### config.mk
export PLATFORM = sky130hd
export DESIGN_NAME = ysyx_25040111_wbu
export DESIGN_NICKNAME = d
export VERILOG_FILES = /design/src/rtl/ysyx_25040111_wbu.sv
export SDC_FILE = /design/constraint.sdc
export NUM_CORES = 1
export LEC_CHECK = 0
export CORE_ASPECT_RATIO = 0.6
export CORE_UTILIZATION = 45
export CTS_CLUSTER_DIAMETER = 150
export DETAILED_ROUTE_END_ITERATION = 10
export MAX_ROUTING_LAYER = met4
export PLACE_DENSITY = 0.92
export SLEW_MARGIN = 10
export SYNTH_ARGS = -nofsm -noshare
export SYNTH_HDL_FRONTEND = slang
export SYNTH_SLANG_ARGS = --single-unit
### constraint.sdc
create_clock -name clock -period 4.5 [get_ports clock]
set_input_delay 0.9 -clock clock [delete_from_list [all_inputs] [get_ports clock]]
set_output_delay 0.9 -clock clock [all_outputs]
set_load 0.1 [all_outputs]
### src/rtl/ysyx_25040111_wbu.sv
// Writeback unit: registers ALU results or extracted load data into a single-cycle
// register-file write, and pulses commit (plus ld_err for faulted loads) per instruction.
module ysyx_25040111_wbu #(
  parameter int XLEN    = 32,
  parameter int RADDR_W = 4
) (
  input  logic               clock,
  input  logic               reset_n,
  input  logic               in_valid,
  output logic               in_ready,
  input  logic [RADDR_W-1:0] in_rd,
  input  logic               in_rd_wen,
  input  logic               in_is_load,
  input  logic [2:0]         in_funct3,
  input  logic [1:0]         in_addr_lo,
  input  logic [XLEN-1:0]    in_alu_res,
  input  logic               mem_rvalid,
  output logic               mem_rready,
  input  logic [XLEN-1:0]    mem_rdata,
  input  logic               mem_rerr,
  output logic               rf_wen,
  output logic [RADDR_W-1:0] rf_waddr,
  output logic [XLEN-1:0]    rf_wdata,
  output logic               commit,
  output logic               ld_err,
  output logic               dbg_state
);

  // Handshakes: a transfer happens on a rising edge where valid && ready are both high.
  // in_ready is high only in IDLE (after reset release); mem_rready only in WAIT_MEM.
  typedef enum logic {
    S_IDLE     = 1'b0,
    S_WAIT_MEM = 1'b1
  } state_t;

  state_t               r_state;
  state_t               w_state_nxt;
  logic                 r_alive;
  logic [RADDR_W-1:0]   r_rd;
  logic                 r_rd_wen;
  logic [2:0]           r_funct3;
  logic [1:0]           r_addr_lo;

  logic                 w_accept;
  logic                 w_resp;
  logic [XLEN-1:0]      w_shifted;
  logic [7:0]           w_byte;
  logic [15:0]          w_half;
  logic [XLEN-1:0]      w_ld_data;

  // r_alive keeps in_ready low until the first edge after reset release.
  assign in_ready   = r_alive && (r_state == S_IDLE);
  assign mem_rready = (r_state == S_WAIT_MEM);
  assign w_accept   = in_valid && in_ready;
  assign w_resp     = mem_rvalid && mem_rready;
  assign dbg_state  = r_state;

  always_ff @(posedge clock or negedge reset_n) begin
    if (!reset_n) begin
      r_state <= S_IDLE;
      r_alive <= 1'b0;
    end else begin
      r_state <= w_state_nxt;
      r_alive <= 1'b1;
    end
  end

  always_comb begin
    w_state_nxt = r_state;
    case (r_state)
      S_IDLE:     if (w_accept && in_is_load) w_state_nxt = S_WAIT_MEM;
      S_WAIT_MEM: if (mem_rvalid) w_state_nxt = S_IDLE;
      default:    w_state_nxt = S_IDLE;
    endcase
  end

  // Load extraction; halves are picked by addr_lo[1] only.
  always_comb begin
    w_shifted = mem_rdata >> {r_addr_lo, 3'b000};
    w_byte    = w_shifted[7:0];
    w_half    = r_addr_lo[1] ? mem_rdata[31:16] : mem_rdata[15:0];
    case (r_funct3)
      3'b000:  w_ld_data = {{(XLEN-8){w_byte[7]}}, w_byte};
      3'b100:  w_ld_data = {{(XLEN-8){1'b0}}, w_byte};
      3'b001:  w_ld_data = {{(XLEN-16){w_half[15]}}, w_half};
      3'b101:  w_ld_data = {{(XLEN-16){1'b0}}, w_half};
      default: w_ld_data = mem_rdata;
    endcase
  end

  always_ff @(posedge clock or negedge reset_n) begin
    if (!reset_n) begin
      r_rd      <= '0;
      r_rd_wen  <= 1'b0;
      r_funct3  <= 3'b000;
      r_addr_lo <= 2'b00;
    end else if (w_accept && in_is_load) begin
      r_rd      <= in_rd;
      r_rd_wen  <= in_rd_wen;
      r_funct3  <= in_funct3;
      r_addr_lo <= in_addr_lo;
    end
  end

  always_ff @(posedge clock or negedge reset_n) begin
    if (!reset_n) begin
      rf_wen   <= 1'b0;
      rf_waddr <= '0;
      rf_wdata <= '0;
      commit   <= 1'b0;
      ld_err   <= 1'b0;
    end else begin
      rf_wen <= 1'b0;
      commit <= 1'b0;
      ld_err <= 1'b0;
      if (w_accept && !in_is_load) begin
        rf_wen   <= in_rd_wen && (in_rd != '0);
        rf_waddr <= in_rd;
        rf_wdata <= in_alu_res;
        commit   <= 1'b1;
      end else if (w_resp) begin
        rf_waddr <= r_rd;
        commit   <= 1'b1;
        if (mem_rerr) begin
          ld_err <= 1'b1;
        end else begin
          rf_wen   <= r_rd_wen && (r_rd != '0);
          rf_wdata <= w_ld_data;
        end
      end
    end
  end

endmodule

==> results.tsv, run 1 <==
stage	metric	value	unit
synthesis	Seq/Total Area, Yosys	46.6	%
clock_tree	CTS buffer count	5	
power_and_ir_drop	Clock power frac	11.5	%
clock_tree	Clock Root Buffer	clkbuf_8	
die	Die Y	62.4	µm
min_path	Hold Path End	rf_waddr[3]	
cells_and_area	register area	1280	µm²
setup_path	Max FO, Critical Path	14	
sta	Pins Over Slew Limit	0	
die	row count	21	
min_path	Worst Hold Depth	2	
clock_tree	CTS tree	done	
die	Die ar.	6410	µm²
status	outcome	completed	
clock_tree	hold buffer count at cts	0	
die	Starting Density	47.8	%
synthesis	top-count cell post-synth	dfrtp_1	
synthesis	Yosys top cell by area	dfrtp_1	
synthesis	Yosys cell types	38	
clock_tree	Post-CTS Repair Setup Buffers	0	
clock_tree	post-cts resize count	0	
power_and_ir_drop	sequential share of power	30.4	%
power_and_ir_drop	Switch Pwr	1210	µW
synthesis	Adder-Cell Fraction of Synth Area	0	%
synthesis	Post-Synth XOR/XNOR Area	0	%
setup_path	Worst EP required	3.60	ns
synthesis	mapped cell area	2740	µm²
detailed_routing	DRC errors left	0	
clock_tree	H-tree depth	2	
detailed_routing	vias per cell	5.87	
die	core area	5730	µm²
setup_path	crit end category	output pin	
clock_tree	Clk Latency, worst-skew pair	0.30	ns
sta	Final Hold Fails	0	
cells_and_area	Nets	488	
grt	largest net degree at the start of global routing	52	
synthesis	Post-synth EDFFs	0	
placed_design	IO buf count	121	
clock_tree	Worst-path clk slew	0.10	ns
cells_and_area	n_diodes	0	
cells_and_area	layout filler cell count	428	
sta	final setup fails	0	
grt	first-pass GRT wire length	14200	µm
synthesis	Synth top cells by count	51 x dfrtp_1, 42 x a21oi_1, 39 x o21ai_0, 35 x nand2_1, 26 x or3_1	
synthesis	largest family of logic cells by synthesized area	compound AO/OA/AOI/OAI gates	
sta	RSZ-0062 raised after global routing	no	
sta	Final Skew	0.0130	ns
power_and_ir_drop	PD cells	555	nW/µm²
power_and_ir_drop	Leak	0.00165	µW
synthesis	Synth top area share	46.6	%
die	die width	103	µm
grt	total track usage	29.9	%
detailed_routing	total wire length	8990	µm
setup_path	Crit Reg-Reg Endpoint	rf_wdata[29]	
power_and_ir_drop	Switching Fraction	53.6	%
job	max-cap violations	0	
detailed_routing	Initial DRT Pass Iterations	5	
synthesis	synth top area cells	dfrtp_1 47%, a21oi_1 7.7%, o21ai_0 7.1%	
clock_tree	Sink Count	51	
sta	Tmin final	3.15	ns
cells_and_area	final std cells w/o fill	489	
min_path	worst hold path class	flop to flop	
cells_and_area	layout cells sized above 1	6.11	%
setup_path	Startpoint Class	flop	
sta	Max-Slew Margin vs Limit	28.8	%
detailed_routing	DR vias	2868	
grt	vias in the first global route	2769	
synthesis	Synth Flop Type	dfrtp_1	
synthesis	Post-Syn Nets	381	
detailed_routing	Avg WL per Cell	18.4	µm
placed_design	dpl cells	481	
synthesis	FF+latch count, synth	51	
synthesis	Synth Warn #	0	
sta	Fmax	0.317	GHz
placed_design	hpwl dp	6630	µm
power_and_ir_drop	combinational share of power	58.1	%
placed_design	GP Congestion	0.866	
synthesis	gate count of the mapped netlist	301	
die	IO Pins	122	
setup_path	RR Startpoint	r_addr_lo[1]	
synthesis	mux cell area share after synthesis	7.54	%
synthesis	Avg Inst Size Synth	9.09	µm²
min_path	Hold Crit Start	rf_waddr[3]	
grt	initial antenna violation count	0	
sta	setup TNS	0	ns
setup_path	CP Data Arrival Time	2.25	ns
setup_path	R2R cell count	4	
synthesis	Simple-Gate Fraction of Synth Area	17.2	%
power_and_ir_drop	Internal	1040	µW
grt	Congestion Overflow GR	0	
sta	slew of the pin with the lowest slew margin	1.07	ns
power_and_ir_drop	peak supply drop	310	µV
detailed_routing	Post-DRT Antenna Nets	0	
clock_tree	CTS Buffer Depth	2	
sta	Final Cycle Share	70.1	%
synthesis	Synth Area in Compound Gates	23.6	%
cells_and_area	multi-input combinational cell area	1340	µm²
detailed_routing	initial DRC count	277	
cells_and_area	Synth-to-Final Area Change	48.1	%
setup_path	kind of critical path	flop to output pin	
synthesis	Async S/R FF share, synth	100	%
setup_path	FF-to-FF setup slack	2.11	ns
-- critical path, cell delays in order (launching register included) --
cell,delay (ns)
dfrtp_1,0.55
nor2b_1,0.23
clkdlybuf4s50_1,1.17
-- kinds of logic (layout without fill, tap and decap cells) --
family,after synthesis,in the layout
compound gates,112,112
mux,18,18
buf+inv,30,138
other cells,1,1
simple gates,89,89
flops,51,51
-- through the flow --
stage                     area [µm²]  worst slack (ns)  hold WS, ns  utilization, %  power [µW]
after floorplan                 2740              1.15        0.479               -        1610
after global placement          3970              1.67        0.461            69.2        1960
after detailed placement        3970              1.55        0.474            69.2        1990
after CTS                       4050              1.37        0.497            70.7        2240
after global routing            4050              1.27        0.536            70.8        2340
final                           4050              1.35        0.499            70.8        2250
-- placed cells by master (no fill, tap or decap), types with 7 or more instances in the layout --
| cell type | instances |
|---|---|
| o22ai_1 | 10 |
| nand2_1 | 35 |
| mux2_2 | 11 |
| o21ai_0 | 39 |
| and3_1 | 9 |
| clkdlybuf4s50_1 | 120 |
| or3_1 | 26 |
| dfrtp_1 | 51 |
| a21oi_1 | 42 |
| inv_1 | 7 |
-- area by class of cell --
cell class,instances,share of cell area (%)
tap,80,2.47
clock inverter,2,0.309
multi-input combinational,220,33.1
inverter,7,0.648
timing repair buffer,123,30.2
clock buffer,6,1.79
sequential,51,31.5
-- registers in the layout, indices dropped and copies added, names as in the netlist --
| name | flops |
|---|---|
| dbg_state | 1 |
| r_funct3 | 3 |
| rf_wdata | 32 |
| rf_waddr | 4 |
| rf_wen | 1 |
| r_addr_lo | 2 |
| commit | 1 |
| r_alive | 1 |
| r_rd | 4 |
| ld_err | 1 |
| r_rd_wen | 1 |
-- how the worst max path moves through the flow --
stage | from | to | slack (ns) | cells past startpoint
4_1_cts | dbg_state | in_ready | 1.37 | 2
6_report | dbg_state | in_ready | 1.35 | 2
5_1_grt | dbg_state | in_ready | 1.27 | 2
3_5_place_dp | mem_rvalid | rf_wdata[7] | 1.55 | 5
3_3_place_gp | mem_rvalid | rf_wdata[31] | 1.67 | 4
2_1_floorplan | dbg_state | in_ready | 1.15 | 2
-- per-layer routing --
metal | vias to the layer above | track usage [%] | share of wire [%]
li1 | 1305 | - | -
met1 | 1355 | 43.7 | 43
met2 | 202 | 43.9 | 44
met3 | 6 | 6.04 | 12
met4 | 0 | 4.64 | 0.37
met5 | - | - | 0
-- power groups by stage --
stage / sequential, µW / combinational, µW / clock (µW)
floorplan: 1310 / 300 / 0
global placement: 682 / 1280 / 0
detailed placement: 686 / 1300 / 0
CTS: 679 / 1300 / 261
global route: 698 / 1360 / 282
finish: 684 / 1310 / 259
(Power assumes the default switching activity.)
==> run 2, diff against run 1 <==
--- a/config.mk
+++ b/config.mk
@@ -6,11 +6,11 @@
 export NUM_CORES = 1
 export LEC_CHECK = 0
 export CORE_ASPECT_RATIO = 0.6
-export CORE_UTILIZATION = 45
+export CORE_UTILIZATION = 38
 export CTS_CLUSTER_DIAMETER = 150
 export DETAILED_ROUTE_END_ITERATION = 10
 export MAX_ROUTING_LAYER = met4
-export PLACE_DENSITY = 0.92
+export PLACE_DENSITY = 0.84
 export SLEW_MARGIN = 10
 export SYNTH_ARGS = -nofsm -noshare
 export SYNTH_HDL_FRONTEND = slang
==> constraint.sdc (replaced) <==
create_clock -name clock -period 2.8 [get_ports clock]
set_input_delay 0.56 -clock clock [delete_from_list [all_inputs] [get_ports clock]]
set_output_delay 0.56 -clock clock [all_outputs]
set_load 0.1 [all_outputs]
==> run 2 against run 1 <==
  * The flow now finishes with violations (DRC)
  * First-iteration DRC count decreased by 9.0%
  * Sequential share of layout area decreased by 0.33 points
  * Flip-flop and latch count unchanged
  * Register-to-register slack got worse by 1.2 ns
  * Global-route usage decreased by 4.9 points
  * Critical endpoint is now rf_wdata[21]
  * Largest cell class unchanged
  * Cell count increased by 2.5%
  * Sequential power increased by 56%
  * Cell area increased by 1.0%
  * Hold slack got worse by 0.35 ns
==> results.tsv, run 2 (synthesized netlist as in run 1, its figures left out) <==
stage	metric	value	unit	change
clock_tree	Sink Count	51		unchanged
setup_path	CP max stage cell	mux4_2		
clock_tree	hold buffer count at cts	0		unchanged
die	Starting Density	40.1	%	-7.7 points
clock_tree	post-cts resize count	0		unchanged
cells_and_area	largest registers	rf_wdata: 32 flops, r_rd: 4 flops, rf_waddr: 4 flops		
sta	Final Hold Fails	0		unchanged
power_and_ir_drop	Leak	0.00177	µW	+6.9%
grt	total track usage	25.1	%	-4.9 points
cells_and_area	final std cells w/o fill	501		+2.5%
clock_tree	Post-CTS Repair Setup Buffers	0		unchanged
sta	Final Cycle Share	81.4	%	
grt	largest net degree at the start of global routing	39		-25%
setup_path	slowest stage delay, CP	0.55	ns	-0.62 ns
job	max-cap violations	0		unchanged
setup_path	Worst EP required	2.94	ns	-0.66 ns
sta	RSZ-0062 raised after global routing	no		
sta	slew of the pin with the lowest slew margin	0.578	ns	-0.491 ns
detailed_routing	DRC errors left	11		+11
die	die width	112	µm	+8.6%
sta	Pins Over Slew Limit	0		unchanged
detailed_routing	Initial DRT Pass Iterations	10		+5
detailed_routing	vias per cell	5.76		-1.7%
detailed_routing	total wire length	8880	µm	-1.2%
clock_tree	CTS buffer count	5		unchanged
setup_path	Startpoint Class	input port		
placed_design	hpwl dp	6680	µm	+0.80%
min_path	worst hold path class	input port to asynchronous set/reset pin		
clock_tree	Worst-path clk slew	0.07	ns	-0.03 ns
sta	Max-Slew Margin vs Limit	61.4	%	+33 points
clock_tree	Clock Root Buffer	clkbuf_16		
setup_path	kind of critical path	input port to flop		
clock_tree	Clk Latency, worst-skew pair	0.29	ns	about the same
sta	setup TNS	0	ns	unchanged
die	core area	6820	µm²	+19%
placed_design	IO buf count	121		unchanged
detailed_routing	DR vias	2887		+0.66%
cells_and_area	layout cells sized above 1	17.9	%	+12 points
cells_and_area	most common cell after layout, fill and taps aside	clkdlybuf4s50_1		
die	Die ar.	7560	µm²	+18%
clock_tree	CTS Buffer Depth	2		unchanged
sta	Tmin final	2.28	ns	
grt	Congestion Overflow GR	0		unchanged
sta	final setup fails	0		unchanged
detailed_routing	Post-DRT Antenna Nets	0		unchanged
sta	Final Skew	0.00614	ns	-0.00683 ns
setup_path	CP Data Arrival Time	2.42	ns	+0.17 ns
setup_path	crit end category	flop		
grt	first-pass GRT wire length	14000	µm	-1.3%
status	outcome	finished with violations		
cells_and_area	most flop-heavy register	rf_wdata		
cells_and_area	Synth-to-Final Area Change	49.7	%	
sta	Fmax	0.439	GHz	
setup_path	Max FO, Critical Path	16		+2
cells_and_area	commonest cells after routing, fill and taps aside	78 x clkdlybuf4s50_1, 51 x dfrtp_1, 48 x buf_4		
detailed_routing	initial DRC count	252		-9.0%
die	IO Pins	122		unchanged
placed_design	dpl cells	493		+2.5%
clock_tree	CTS tree	done		
power_and_ir_drop	total power	3860	µW	+71%
cells_and_area	Largest register FFs	32		unchanged
cells_and_area	n_diodes	0		unchanged
detailed_routing	Avg WL per Cell	17.7	µm	-3.6%
cells_and_area	Nets	493		+1.0%
die	row count	23		+9.5%
grt	initial antenna violation count	0		unchanged
status	failing checks	DRC		
placed_design	GP Congestion	0.878		+1.3%
setup_path	crit-path cells	clkdlybuf4s50_1 > mux4_2 > or2_4 > a21oi_4 > a21oi_1		
grt	vias in the first global route	2721		-1.7%
clock_tree	H-tree depth	2		unchanged
die	Die Y	67.7	µm	+8.5%
power_and_ir_drop	PD cells	941	nW/µm²	+70%
power_and_ir_drop	peak supply drop	577	µV	+86%
## run 2: cell count changes in the layout (fill, tap and decap cells not counted), sizes merged
cell           before  now
clkinvlp            1    0
clkdlybuf4s50     120   78
bufinv              0    1
buf                 3   50
## run 2: final cells by class
| cell class | count | area (µm²) |
|---|---|---|
| inverters | 7 | 26.3 |
| fillers | 585 | 2720 |
| multi-input cells | 220 | 1350 |
| flip-flops and latches | 51 | 1280 |
| repair buffers | 128 | 1170 |
| well taps | 87 | 109 |
| clock buffers | 6 | 139 |
| clock inverters | 2 | 35.0 |
## run 2: where the power goes
part	total [µW]	internal (µW)	switching [µW]	leakage, µW
sequential	1070	918	153	0.000599
combinational	2080	543	1540	0.00108
clock	705	444	261	0.0000868
## run 2: through the flow
step / utilization [%] / hold WS [ns] / area (µm²) / setup slack (ns)
after floorplan: - / 0.264 / 2740 / 0.0811
after global placement: 57.5 / 0.458 / 3920 / 0.309
after detailed placement: 57.5 / 0.466 / 3920 / 0.231
after CTS: 60.1 / 0.156 / 4100 / 0.545
after global routing: 60.1 / 0.170 / 4100 / 0.432
final: 60.1 / 0.147 / 4100 / 0.522
## run 2: worst max-delay path: cells and delay by family
kind	cells	cell delay, ns
AO/OA/AOI/OAI	2	0.55
buffers and inverters	1	0.49
multiplexers	1	0.55
AND/OR/NAND/NOR	1	0.26
## run 2: final timing paths
kind | start | to | slack [ns] | depth (start not counted)
hold / removal | reset_n | commit | 0.15 | 1
max in group asynchronous | reset_n | r_funct3[1] | 1.86 | 2
setup reg to reg | r_addr_lo[1] | rf_wdata[21] | 0.93 | 4
hold reg to reg | rf_waddr[0] | rf_waddr[0] | 0.49 | 2
min in group clock | rf_waddr[0] | rf_waddr[0] | 0.49 | 2
setup / recovery | mem_rdata[31] | rf_wdata[21] | 0.52 | 5
## run 2: routing by layer
metal  global-route usage (%)  share of wire [%]  up-vias
met5                        -                  0        -
met4                     5.57               0.77        0
met3                     6.01                 11       10
met2                     36.4                 41      179
met1                     35.3                 47     1381
li1                         -                  -     1317
==> run 3, diff against run 2 <==
--- a/config.mk
+++ b/config.mk
@@ -6,11 +6,11 @@
 export NUM_CORES = 1
 export LEC_CHECK = 0
 export CORE_ASPECT_RATIO = 0.6
-export CORE_UTILIZATION = 38
+export CORE_UTILIZATION = 42
 export CTS_CLUSTER_DIAMETER = 150
 export DETAILED_ROUTE_END_ITERATION = 10
 export MAX_ROUTING_LAYER = met4
-export PLACE_DENSITY = 0.84
+export PLACE_DENSITY = 0.87
 export SLEW_MARGIN = 10
 export SYNTH_ARGS = -nofsm -noshare
 export SYNTH_HDL_FRONTEND = slang
==> constraint.sdc (replaced) <==
create_clock -name clock -period 2.39 [get_ports clock]
set_input_delay 0.478 -clock clock [delete_from_list [all_inputs] [get_ports clock]]
set_output_delay 0.478 -clock clock [all_outputs]
set_load 0.1 [all_outputs]
==> run 3 against run 2 <==
  * Flip-flop and latch count did not move
  * Critical path type unchanged
  * The flow now finishes without violations
  * Register-to-register slack got worse by 0.39 ns
  * Die area fell by 9.3%
==> results.tsv, run 3 (synthesized netlist as in run 1, its figures left out) <==
stage	metric	value	unit	change
cells_and_area	Nets	496		+0.61%
clock_tree	Post-CTS Repair Setup Buffers	0		unchanged
placed_design	GP Congestion	0.919		+4.7%
cells_and_area	commonest cells after routing, fill and taps aside	78 x clkdlybuf4s50_1, 51 x dfrtp_1, 50 x buf_4		
clock_tree	Sink Count	51		unchanged
cells_and_area	Util after Layout	65.2	%	+5.2 points
job	max-cap violations	0		unchanged
cells_and_area	Synth-to-Final Area Change	47.6	%	
setup_path	crit end category	flop		
placed_design	IO buf count	121		unchanged
detailed_routing	DRC errors left	0		-11
grt	vias in the first global route	2723		+0.074%
detailed_routing	initial DRC count	218		-13%
power_and_ir_drop	Switching Fraction	54.0	%	+3.4 points
clock_tree	CTS tree	done		
clock_tree	post-cts resize count	0		unchanged
sta	Final Skew	0.00460	ns	-0.00153 ns
status	outcome	completed		
power_and_ir_drop	Leak	0.00174	µW	-1.3%
power_and_ir_drop	peak supply drop	873	µV	+51%
sta	RSZ-0062 raised after global routing	no		
setup_path	crit-path cells	clkdlybuf4s50_1 > mux4_2 > or2_4 > a21oi_4 > buf_12 > a21oi_1		
grt	largest net degree at the start of global routing	39		unchanged
sta	Pins Over Slew Limit	0		unchanged
setup_path	Worst EP required	2.58	ns	-0.36 ns
power_and_ir_drop	Internal	1920	µW	+0.84%
clock_tree	CTS buffer count	5		unchanged
grt	Congestion Overflow GR	0		unchanged
cells_and_area	largest registers	rf_wdata: 32 flops, r_rd: 4 flops, rf_waddr: 4 flops		
die	Starting Density	44.2	%	+4.1 points
cells_and_area	layout filler cell count	510		-13%
cells_and_area	layout cells sized above 1	18.0	%	+0.11 points
power_and_ir_drop	Clock power frac	11.4	%	-6.9 points
sta	Max-Slew Margin vs Limit	57.4	%	-4.0 points
grt	first-pass GRT wire length	13900	µm	-1.2%
clock_tree	hold buffer count at cts	0		unchanged
sta	final setup fails	0		unchanged
sta	Final Hold Fails	0		unchanged
grt	total track usage	27.2	%	+2.1 points
cells_and_area	most flop-heavy register	rf_wdata		
power_and_ir_drop	sequential share of power	30.1	%	+2.3 points
setup_path	slowest stage delay, CP	0.54	ns	about the same
die	die width	106	µm	-4.8%
clock_tree	Clock Root Buffer	clkbuf_8		
die	row count	22		-4.3%
cells_and_area	n_diodes	0		unchanged
grt	initial antenna violation count	0		unchanged
setup_path	kind of critical path	input port to flop		
die	core area	6190	µm²	-9.2%
clock_tree	H-tree depth	2		unchanged
detailed_routing	vias per cell	5.64		-2.1%
cells_and_area	Largest register FFs	32		unchanged
detailed_routing	Avg WL per Cell	17.7	µm	-0.26%
setup_path	Startpoint Class	input port		
power_and_ir_drop	PD cells	1030	nW/µm²	+9.8%
placed_design	hpwl dp	6760	µm	+1.2%
setup_path	CP Data Arrival Time	2.16	ns	-0.26 ns
sta	Tmin final	1.98	ns	
die	Die ar.	6850	µm²	-9.3%
clock_tree	Clk Latency, worst-skew pair	0.30	ns	about the same
sta	slew of the pin with the lowest slew margin	0.638	ns	+0.0596 ns
clock_tree	CTS Buffer Depth	2		unchanged
setup_path	Max FO, Critical Path	16		unchanged
detailed_routing	Initial DRT Pass Iterations	4		-6
detailed_routing	total wire length	8860	µm	-0.26%
die	IO Pins	122		unchanged
clock_tree	Worst-path clk slew	0.09	ns	+0.02 ns
sta	setup TNS	0	ns	unchanged
sta	Fmax	0.506	GHz	
sta	Final Cycle Share	82.7	%	
cells_and_area	most common cell after layout, fill and taps aside	clkdlybuf4s50_1		
setup_path	CP max stage cell	mux4_2		
power_and_ir_drop	Switch Pwr	2250	µW	+16%
power_and_ir_drop	combinational share of power	58.5	%	+4.6 points
detailed_routing	DR vias	2827		-2.1%
min_path	worst hold path class	input port to asynchronous set/reset pin		
die	Die Y	64.5	µm	-4.7%
detailed_routing	Post-DRT Antenna Nets	0		unchanged
## run 3: final cells by class
class                           instances  area (µm²)  area share, %
Clock buffer                            7        76.3           1.89
Inverter                                7        26.3          0.650
Tap cell                               84         105           2.60
Sequential cell                        51        1280           31.6
Clock inverter                          1        5.00          0.124
Multi-Input combinational cell        220        1350           33.4
Timing Repair Buffer                  131        1200           29.7
## run 3: metal layers
metal / vias to the layer above / track usage (%) / part of all wire (%)
li1: 1317 / - / -
met1: 1347 / 37.4 / 46
met2: 159 / 41.6 / 44
met3: 4 / 6.44 / 9.9
met4: 0 / 4.51 / 0.28
met5: - / - / 0
## run 3: metrics by stage
step,cells,cell area (µm²),hold WS (ns),setup WS (ns),power [µW]
after global routing,501,4040,0.139,0.347,4350
after detailed placement,493,3960,0.443,0.0979,3700
after CTS,501,4040,0.116,0.424,4170
after global placement,493,3960,0.444,0.145,3650
after floorplan,301,2740,0.182,0.0252,3040
final,501,4040,0.116,0.413,4170
## run 3: path summary, 6_finish.rpt
path                                     from  cells past startpoint           end  slack, ns
worst min register to register    rf_waddr[3]                      2   rf_waddr[3]       0.50
max in group asynchronous             reset_n                      2  rf_wdata[10]       1.65
worst max-delay path            mem_rdata[31]                      6  rf_wdata[25]       0.41
worst min-delay path                  reset_n                      1        commit       0.12
worst max register to register    r_funct3[0]                      4   rf_wdata[4]       0.54
min in group clock                rf_waddr[3]                      2   rf_waddr[3]       0.50
## run 3: worst max-delay path, delay by kind of cell
kind                   cells  cell delay (ns)
AOI/OAI and AO/OA          2             0.24
buffers and inverters      2             0.63
muxes                      1             0.54
and+or+nand+nor            1             0.26
## run 3: power by group through the flow
| stage | sequential, µW | combinational [µW] | clock, µW |
|---|---|---|---|
| CTS | 1250 | 2440 | 483 |
| floorplan | 2470 | 566 | 0 |
| detailed placement | 1260 | 2440 | 0 |
| global placement | 1250 | 2400 | 0 |
| finish | 1260 | 2440 | 475 |
| global route | 1280 | 2550 | 519 |
